`src/rtl/noc_pkg.sv`:
```
// noc_pkg: shared widths, tuser field layout and mesh helpers for the AXI-S NoC
package noc_pkg;
    localparam int DATAW = 512;
    localparam int USERW = 75;
    localparam int IDW = 2;
    localparam int DESTW = 4;
    localparam int MESH_COLS = 4;
    localparam int ADDR_LSB = 0;
    localparam int ADDR_W = 9;
    localparam int TYPE_LSB = 9;
    localparam int TYPE_W = 2;
    localparam int RFEN_LSB = 11;
    localparam int RFEN_W = 64;
    localparam logic [TYPE_W-1:0] TYPE_INST = 2'b00;
    localparam logic [TYPE_W-1:0] TYPE_INPUT = 2'b10;
    localparam logic [TYPE_W-1:0] TYPE_WEIGHT = 2'b11;

    function automatic int node_r(input int node);
        return node / MESH_COLS;
    endfunction

    function automatic int node_c(input int node);
        return node % MESH_COLS;
    endfunction
endpackage

```
`src/rtl/axis_dispatcher_if.sv`:
```
// axis_dispatcher_if: host write port plus AXI-S transmit stream of the dispatcher
interface axis_dispatcher_if;
    import noc_pkg::*;
    logic data_fifo_wen;
    logic [DATAW-1:0] data_fifo_wdata;
    logic data_last;
    logic data_fifo_rdy;
    logic axis_tx_tvalid;
    logic axis_tx_tready;
    logic [DATAW+USERW-1:0] axis_tx_tdata;
    logic axis_tx_tlast;
    logic [IDW-1:0] axis_tx_tid;
    logic [DESTW-1:0] axis_tx_tdest;

    modport master (
        input data_fifo_wen, data_fifo_wdata, data_last, axis_tx_tready,
        output data_fifo_rdy, axis_tx_tvalid, axis_tx_tdata, axis_tx_tlast, axis_tx_tid, axis_tx_tdest
    );

    modport slave (
        output data_fifo_wen, data_fifo_wdata, data_last, axis_tx_tready,
        input data_fifo_rdy, axis_tx_tvalid, axis_tx_tdata, axis_tx_tlast, axis_tx_tid, axis_tx_tdest
    );
endinterface

```
`src/rtl/axis_sync_fifo.sv`:
```
// axis_sync_fifo: single-clock FIFO with occupancy count and first-word-fall-through head
module axis_sync_fifo #(
    parameter int W = 8,
    parameter int D = 8,
    parameter int CW = $clog2(D + 1)
) (
    input logic clk,
    input logic rst_n,
    input logic push,
    input logic pop,
    input logic [W-1:0] din,
    output logic [W-1:0] dout,
    output logic [CW-1:0] count,
    output logic empty
);
    localparam int AW = $clog2(D);
    logic [W-1:0] mem [D];
    logic [AW-1:0] wr_ptr, rd_ptr;
    logic full, push_ok, pop_ok;

    assign full = count == CW'(D);
    assign empty = count == '0;
    assign push_ok = push & !full;
    assign pop_ok = pop & !empty;
    assign dout = mem[rd_ptr];

    // storage array carries no reset; only pointers and count define validity
    always_ff @(posedge clk) begin
        if (push_ok) mem[wr_ptr] <= din;
    end

    // pointers wrap naturally because the depth is a power of two
    always_ff @(posedge clk or negedge rst_n) begin
        if (!rst_n) begin
            wr_ptr <= '0;
            rd_ptr <= '0;
            count <= '0;
        end else begin
            if (push_ok) wr_ptr <= wr_ptr + 1'b1;
            if (pop_ok) rd_ptr <= rd_ptr + 1'b1;
            count <= count + CW'(push_ok) - CW'(pop_ok);
        end
    end
endmodule

```
`src/rtl/axis_dispatcher.sv`:
```
// axis_dispatcher: buffers host input vectors and emits them as tagged AXI-S beats to one MVM node
module axis_dispatcher
    import noc_pkg::*;
#(
    parameter int DESTNODE = 0,
    parameter logic [USERW-1:0] USER_TAG = {{RFEN_W{1'b0}}, TYPE_INPUT, {ADDR_W{1'b0}}},
    parameter int FIFO_DEPTH = 8
) (
    input logic clk,
    input logic rst_n,
    axis_dispatcher_if.master bus
);
    localparam int CW = $clog2(FIFO_DEPTH + 1);
    localparam logic [CW:0] DEPTH_Q = (CW + 1)'(FIFO_DEPTH);
    logic [CW-1:0] fifo_count;
    logic [CW:0] occupancy;
    logic fifo_empty, push, load, slot_valid;
    logic [DATAW:0] head, slot;

    // the output slot counts toward capacity so at most FIFO_DEPTH vectors are held in total
    assign occupancy = {1'b0, fifo_count} + {{CW{1'b0}}, slot_valid};
    assign bus.data_fifo_rdy = occupancy < DEPTH_Q;
    assign push = bus.data_fifo_wen & bus.data_fifo_rdy;
    assign load = !fifo_empty & (!slot_valid | bus.axis_tx_tready);

    axis_sync_fifo #(.W(DATAW + 1), .D(FIFO_DEPTH)) u_fifo (
        .clk(clk),
        .rst_n(rst_n),
        .push(push),
        .pop(load),
        .din({bus.data_last, bus.data_fifo_wdata}),
        .dout(head),
        .count(fifo_count),
        .empty(fifo_empty)
    );

    // slot occupancy: refill from the FIFO head whenever the slot is empty or draining
    always_ff @(posedge clk or negedge rst_n) begin
        if (!rst_n) slot_valid <= 1'b0;
        else if (load) slot_valid <= 1'b1;
        else if (bus.axis_tx_tready) slot_valid <= 1'b0;
    end

    // slot payload; outputs are gated by slot_valid so it needs no reset
    always_ff @(posedge clk) begin
        if (load) slot <= head;
    end

    assign bus.axis_tx_tvalid = slot_valid;
    assign bus.axis_tx_tdata = slot_valid ? {USER_TAG, slot[DATAW-1:0]} : '0;
    assign bus.axis_tx_tlast = slot_valid & slot[DATAW];
    assign bus.axis_tx_tid = '0;
    assign bus.axis_tx_tdest = DESTW'(DESTNODE);
endmodule

```
`src/flat_wrapper.sv`:
```
// flat-port wrapper written by rule: the top's interface ports become plain ports
module axis_dispatcher_flat import noc_pkg::*;
#(
    parameter int DESTNODE = 0,
    parameter logic [USERW-1:0] USER_TAG = {{RFEN_W{1'b0}}, TYPE_INPUT, {ADDR_W{1'b0}}},
    parameter int FIFO_DEPTH = 8
)
  (clk, rst_n, bus_data_fifo_wen, bus_data_fifo_wdata, bus_data_last, bus_axis_tx_tready, bus_data_fifo_rdy, bus_axis_tx_tvalid, bus_axis_tx_tdata, bus_axis_tx_tlast, bus_axis_tx_tid, bus_axis_tx_tdest);
  axis_dispatcher_if bus_i ();
  input logic clk;
  input logic rst_n;
  input wire logic [$bits(bus_i.data_fifo_wen)-1:0] bus_data_fifo_wen;
  input wire logic [$bits(bus_i.data_fifo_wdata)-1:0] bus_data_fifo_wdata;
  input wire logic [$bits(bus_i.data_last)-1:0] bus_data_last;
  input wire logic [$bits(bus_i.axis_tx_tready)-1:0] bus_axis_tx_tready;
  output wire logic [$bits(bus_i.data_fifo_rdy)-1:0] bus_data_fifo_rdy;
  output wire logic [$bits(bus_i.axis_tx_tvalid)-1:0] bus_axis_tx_tvalid;
  output wire logic [$bits(bus_i.axis_tx_tdata)-1:0] bus_axis_tx_tdata;
  output wire logic [$bits(bus_i.axis_tx_tlast)-1:0] bus_axis_tx_tlast;
  output wire logic [$bits(bus_i.axis_tx_tid)-1:0] bus_axis_tx_tid;
  output wire logic [$bits(bus_i.axis_tx_tdest)-1:0] bus_axis_tx_tdest;
  assign bus_i.data_fifo_wen = bus_data_fifo_wen;
  assign bus_i.data_fifo_wdata = bus_data_fifo_wdata;
  assign bus_i.data_last = bus_data_last;
  assign bus_i.axis_tx_tready = bus_axis_tx_tready;
  assign bus_data_fifo_rdy = bus_i.data_fifo_rdy;
  assign bus_axis_tx_tvalid = bus_i.axis_tx_tvalid;
  assign bus_axis_tx_tdata = bus_i.axis_tx_tdata;
  assign bus_axis_tx_tlast = bus_i.axis_tx_tlast;
  assign bus_axis_tx_tid = bus_i.axis_tx_tid;
  assign bus_axis_tx_tdest = bus_i.axis_tx_tdest;
  axis_dispatcher #(.DESTNODE(DESTNODE), .USER_TAG(USER_TAG), .FIFO_DEPTH(FIFO_DEPTH)) u_core (.clk(clk), .rst_n(rst_n), .bus(bus_i));
endmodule
```
`config.mk`:
```
export PLATFORM = sky130hd
export DESIGN_NAME = axis_dispatcher_flat
export DESIGN_NICKNAME = d
export VERILOG_FILES = /design/src/rtl/noc_pkg.sv /design/src/rtl/axis_dispatcher_if.sv /design/src/rtl/axis_sync_fifo.sv /design/src/rtl/axis_dispatcher.sv /design/src/flat_wrapper.sv
export SDC_FILE = /design/constraint.sdc
export NUM_CORES = 2
export LEC_CHECK = 0
export ABC_AREA = 1
export CORE_UTILIZATION = 45
export DETAILED_ROUTE_END_ITERATION = 6
export PLACE_DENSITY_LB_ADDON = 0.25
export RECOVER_POWER = 100
export SKIP_LAST_GASP = 1
export SYNTH_ARGS = -nofsm -noshare
export SYNTH_HDL_FRONTEND = slang
export SYNTH_MEMORY_MAX_BITS = 65536
export SYNTH_SLANG_ARGS = --single-unit
```
`constraint.sdc`:
```
create_clock -name clk -period 38.3 [get_ports clk]
set_input_delay 3.83 -clock clk [delete_from_list [all_inputs] [get_ports clk]]
set_output_delay 3.83 -clock clk [all_outputs]
set_load 0.05 [all_outputs]
```
==> results.json <==
{
  "status": "finished, violations left",
  "violations": "max-capacitance violations, max-slew violations",
  "critPathMaxFanout": 229,
  "required_ns": 39.13,
  "netlist_instances": 13300,
  "clock_latency_ns": 1.02,
  "reg2reg_slack_ns": 18.34,
  "ys_types": 24,
  "powerDensity_nw_per_um2": 83.0,
  "drive_gt1_share_pct": 4.68,
  "drt_iter0_markers": 9917,
  "layout.nets": 14700,
  "final_util_pct": 52.6,
  "hold_path_class": "reg -> reg",
  "synthesis.area_um2": 178000,
  "worstMarginPinSlew_ns": 9.14,
  "endpoint_kind": "flop",
  "max_freq_mhz": 50.1,
  "crit_type": "reg -> reg",
  "fin_crit_ns": 19.96,
  "cts_tree": "yes",
  "synth_seq_area_share_pct": 78.2,
  "rows": 230,
  "syn_avg_cell_area_um2": 13.3,
  "root_buffer": "clkbuf_16",
  "cts_buffer_depth": 4,
  "tns_ns": 0,
  "finalHoldViolCount": 0,
  "sw_frac_of_total_pct": 37.7,
  "finalCritPeriodShare_pct": 52.1,
  "synth_ff_type": "edfxtp_1",
  "ir_worst_vdd_v": 0.000113,
  "fin_worst_skew_ns": 0.0698,
  "dieArea_um2": 397000,
  "placement.io_buffers": 1032,
  "core_area_um2": 393000,
  "num-fill-cells": 32700,
  "grt_pass1_wl_um": 668000,
  "yosys-top-cells-area": "edfxtp_1 78%, o21ai_0 5.6%, nand2_1 4.4%, nor2_1 4.4%, o22ai_1 3.6%",
  "p_int_mw": 10.7,
  "drt-pass1-iter-count": 6,
  "num_io_pins": 1113,
  "p_leak_nw": 72.2,
  "routed_wl_um": 455000,
  "p_sw_mw": 6.47,
  "synth_top_area_share_pct": 78.0,
  "crit_arrival_ns": 20.80,
  "initial_utilization_pct": 45.2,
  "grt_max_degree": 230,
  "async_flop_share_pct": 0.238,
  "die_y_um": 630,
  "cts_buffers": 453,
  "hp-start": "u_core.u_fifo.wr_ptr[0]",
  "wl_per_cell_um": 22.9,
  "yosysWarnings": 0,
  "area_growth_pct": 16.3,
  "ys_ff_latch": 4628,
  "slew-limit-headroom_pct": -509,
  "vias": 108000,
  "clkTransAtPathRegs_ns": 0.06,
  "finalSetupViolCount": 0,
  "synth-edff-count": 4617,
  "cts_hold_buf": 0,
  "rr_worst_depth": 9,
  "p_clk_share_pct": 25.6,
  "synth_top_area_cell": "edfxtp_1",
  "cts.sinks": 4628,
  "min_delay_worst_endpoint": "u_core.u_fifo.wr_ptr[0]",
  "rsz0062_at_grt": "false",
  "track_usage_pct": 22.2,
  "p_comb_share_pct": 33.6,
  "hold_depth": 2,
  "cts_setup_buffers": 0,
  "antenna_found_initial": 270,
  "h-tree-depth": 5,
  "drc": 0,
  "grt-ovfl-total": 0,
  "regToRegStartpoint": "u_core.u_fifo.rd_ptr[0]",
  "grt_pass1_vias": 102000,
  "place_hpwl_um": 247000,
  "ant_nets": 0,
  "seqPwrFrac_pct": 40.8,
  "slew_viol_final": 7197,
  "timing.rr.end": "u_core.slot[345]",
  "worstSetupStartpointType": "flop",
  "die_w_um": 630,
  "cts_resized": 0,
  "vias_per_cell": 5.45,
  "globalplace.congestion": 0.794,
  "maxCapViolations": 116
}
## logic make-up (layout without fill, tap and decap cells)
family,after synthesis,count (layout),synth area share (%)
AND/OR/NAND/NOR,4151,4151,8.78
adder cells (fa/ha/maj),11,11,0.0817
buffers and inverters,1468,2566,3.51
AO/OA/AOI/OAI,3080,3080,9.40
XOR/XNOR,5,5,0.0247
other,1,195,0.00211
flip-flops,4628,4628,78.2
## critical path, stage by stage, from the launching register on
cell and delay, ns:
dfrtp_1 0.96, clkinvlp_2 5.27, clkbuf_1 2.95, clkbuf_1 6.20
clkbuf_1 2.50, buf_4 1.01, o21ai_0 0.19, o22ai_1 0.16
nand2_1 0.08, nand2_1 0.15
## power by group through the flow
stage	combinational [mW]	sequential, mW	clock (mW)
2_1_floorplan	3.96	7.24	0
3_3_place_gp	5.78	7.03	0
3_5_place_dp	5.82	7.01	0
4_1_cts	5.85	6.92	4.45
5_1_grt	6.30	7.04	4.64
6_report	5.76	7.00	4.38
## cell type report
type | count | area (um^2) | area share (%)
Timing Repair Buffer | 1202 | 11300 | 5.48
Clock inverter | 268 | 2800 | 1.36
Tap cell | 5220 | 6530 | 3.16
Sequential cell | 4628 | 139000 | 67.3
Antenna cell | 115 | 288 | 0.139
Multi-Input combinational cell | 7327 | 32800 | 15.9
Clock buffer | 563 | 11800 | 5.73
Inverter | 533 | 2030 | 0.981
## synthesized netlist by cell type, types with 2 or more instances
master	instances
o22ai_1	1026
o21ai_0	1973
buf_2	218
edfxtp_1	4617
nand2_1	2070
xor2_1	3
nand4_1	2
buf_1	24
nor2_1	2065
buf_4	103
o21ai_1	80
ha_1	10
xnor2_1	2
inv_1	530
dfrtp_1	11
clkbuf_1	582
buf_6	8
nand3_1	14
## sequential cells by signal, indices dropped and copies added (netlist names)
signal / count
u_core.bus.axis_tx_tvalid: 1
u_core.slot: 513
u_core.u_fifo.count: 4
u_core.u_fifo.mem: 4104
u_core.u_fifo.rd_ptr: 3
u_core.u_fifo.wr_ptr: 3
## stage by stage
stage / hold slack, ns / area [um^2] / setup WS (ns) / instances / total power [mW]
final: 0.604 / 207000 / 18.34 / 19900 / 17.1
after global placement: 0.596 / 192000 / 29.48 / 18900 / 12.8
after detailed placement: 0.595 / 192000 / 29.44 / 18900 / 12.8
after CTS: 0.609 / 207000 / 29.20 / 19700 / 17.2
after floorplan: 0.543 / 178000 / 11.50 / 13400 / 11.2
after global routing: 0.651 / 206000 / 16.46 / 19800 / 18.0
## how the worst max path moves through the flow
stage / startpoint / endpoint / slack (ns) / cells after the start
after global routing: u_core.u_fifo.rd_ptr[0] / u_core.slot[310] / 16.46 / 9
after CTS: u_core.bus.axis_tx_tvalid / bus_axis_tx_tdata[364] / 29.20 / 6
after global placement: bus_data_fifo_wen / u_core.u_fifo.mem[4][388] / 29.48 / 8
final: u_core.u_fifo.rd_ptr[0] / u_core.slot[345] / 18.34 / 9
after detailed placement: bus_data_fifo_wen / u_core.u_fifo.mem[4][388] / 29.44 / 8
after floorplan: bus_data_fifo_wen / u_core.u_fifo.mem[0][0] / 11.50 / 3
## layer usage
layer / up-vias / part of all wire [%] / track usage (%)
met5: - / 0.15 / 0
met4: 110 / 3.5 / 8.62
met3: 932 / 7.0 / 4.37
met2: 3749 / 48 / 36.3
met1: 53900 / 41 / 29.3
li1: 49600 / - / -
## cell usage in the layout (no fill, tap or decap), drive strengths merged
cell type and count:
diode 115, inv 545, clkinvlp 12, edfxtp 4617, fa 1, a21oi 1, nand2 2070, xor2 3
dfrtp 11, conb 80, bufinv 41, nand4 2, clkbuf 674, clkdlybuf4s50 8, clkinv 203, buf 59
nand3 14, dlygate4sd3 1024, o22ai 1026, xnor2 2, ha 10, nor2 2065, o21ai 2053
(Power assumes the default switching activity.)
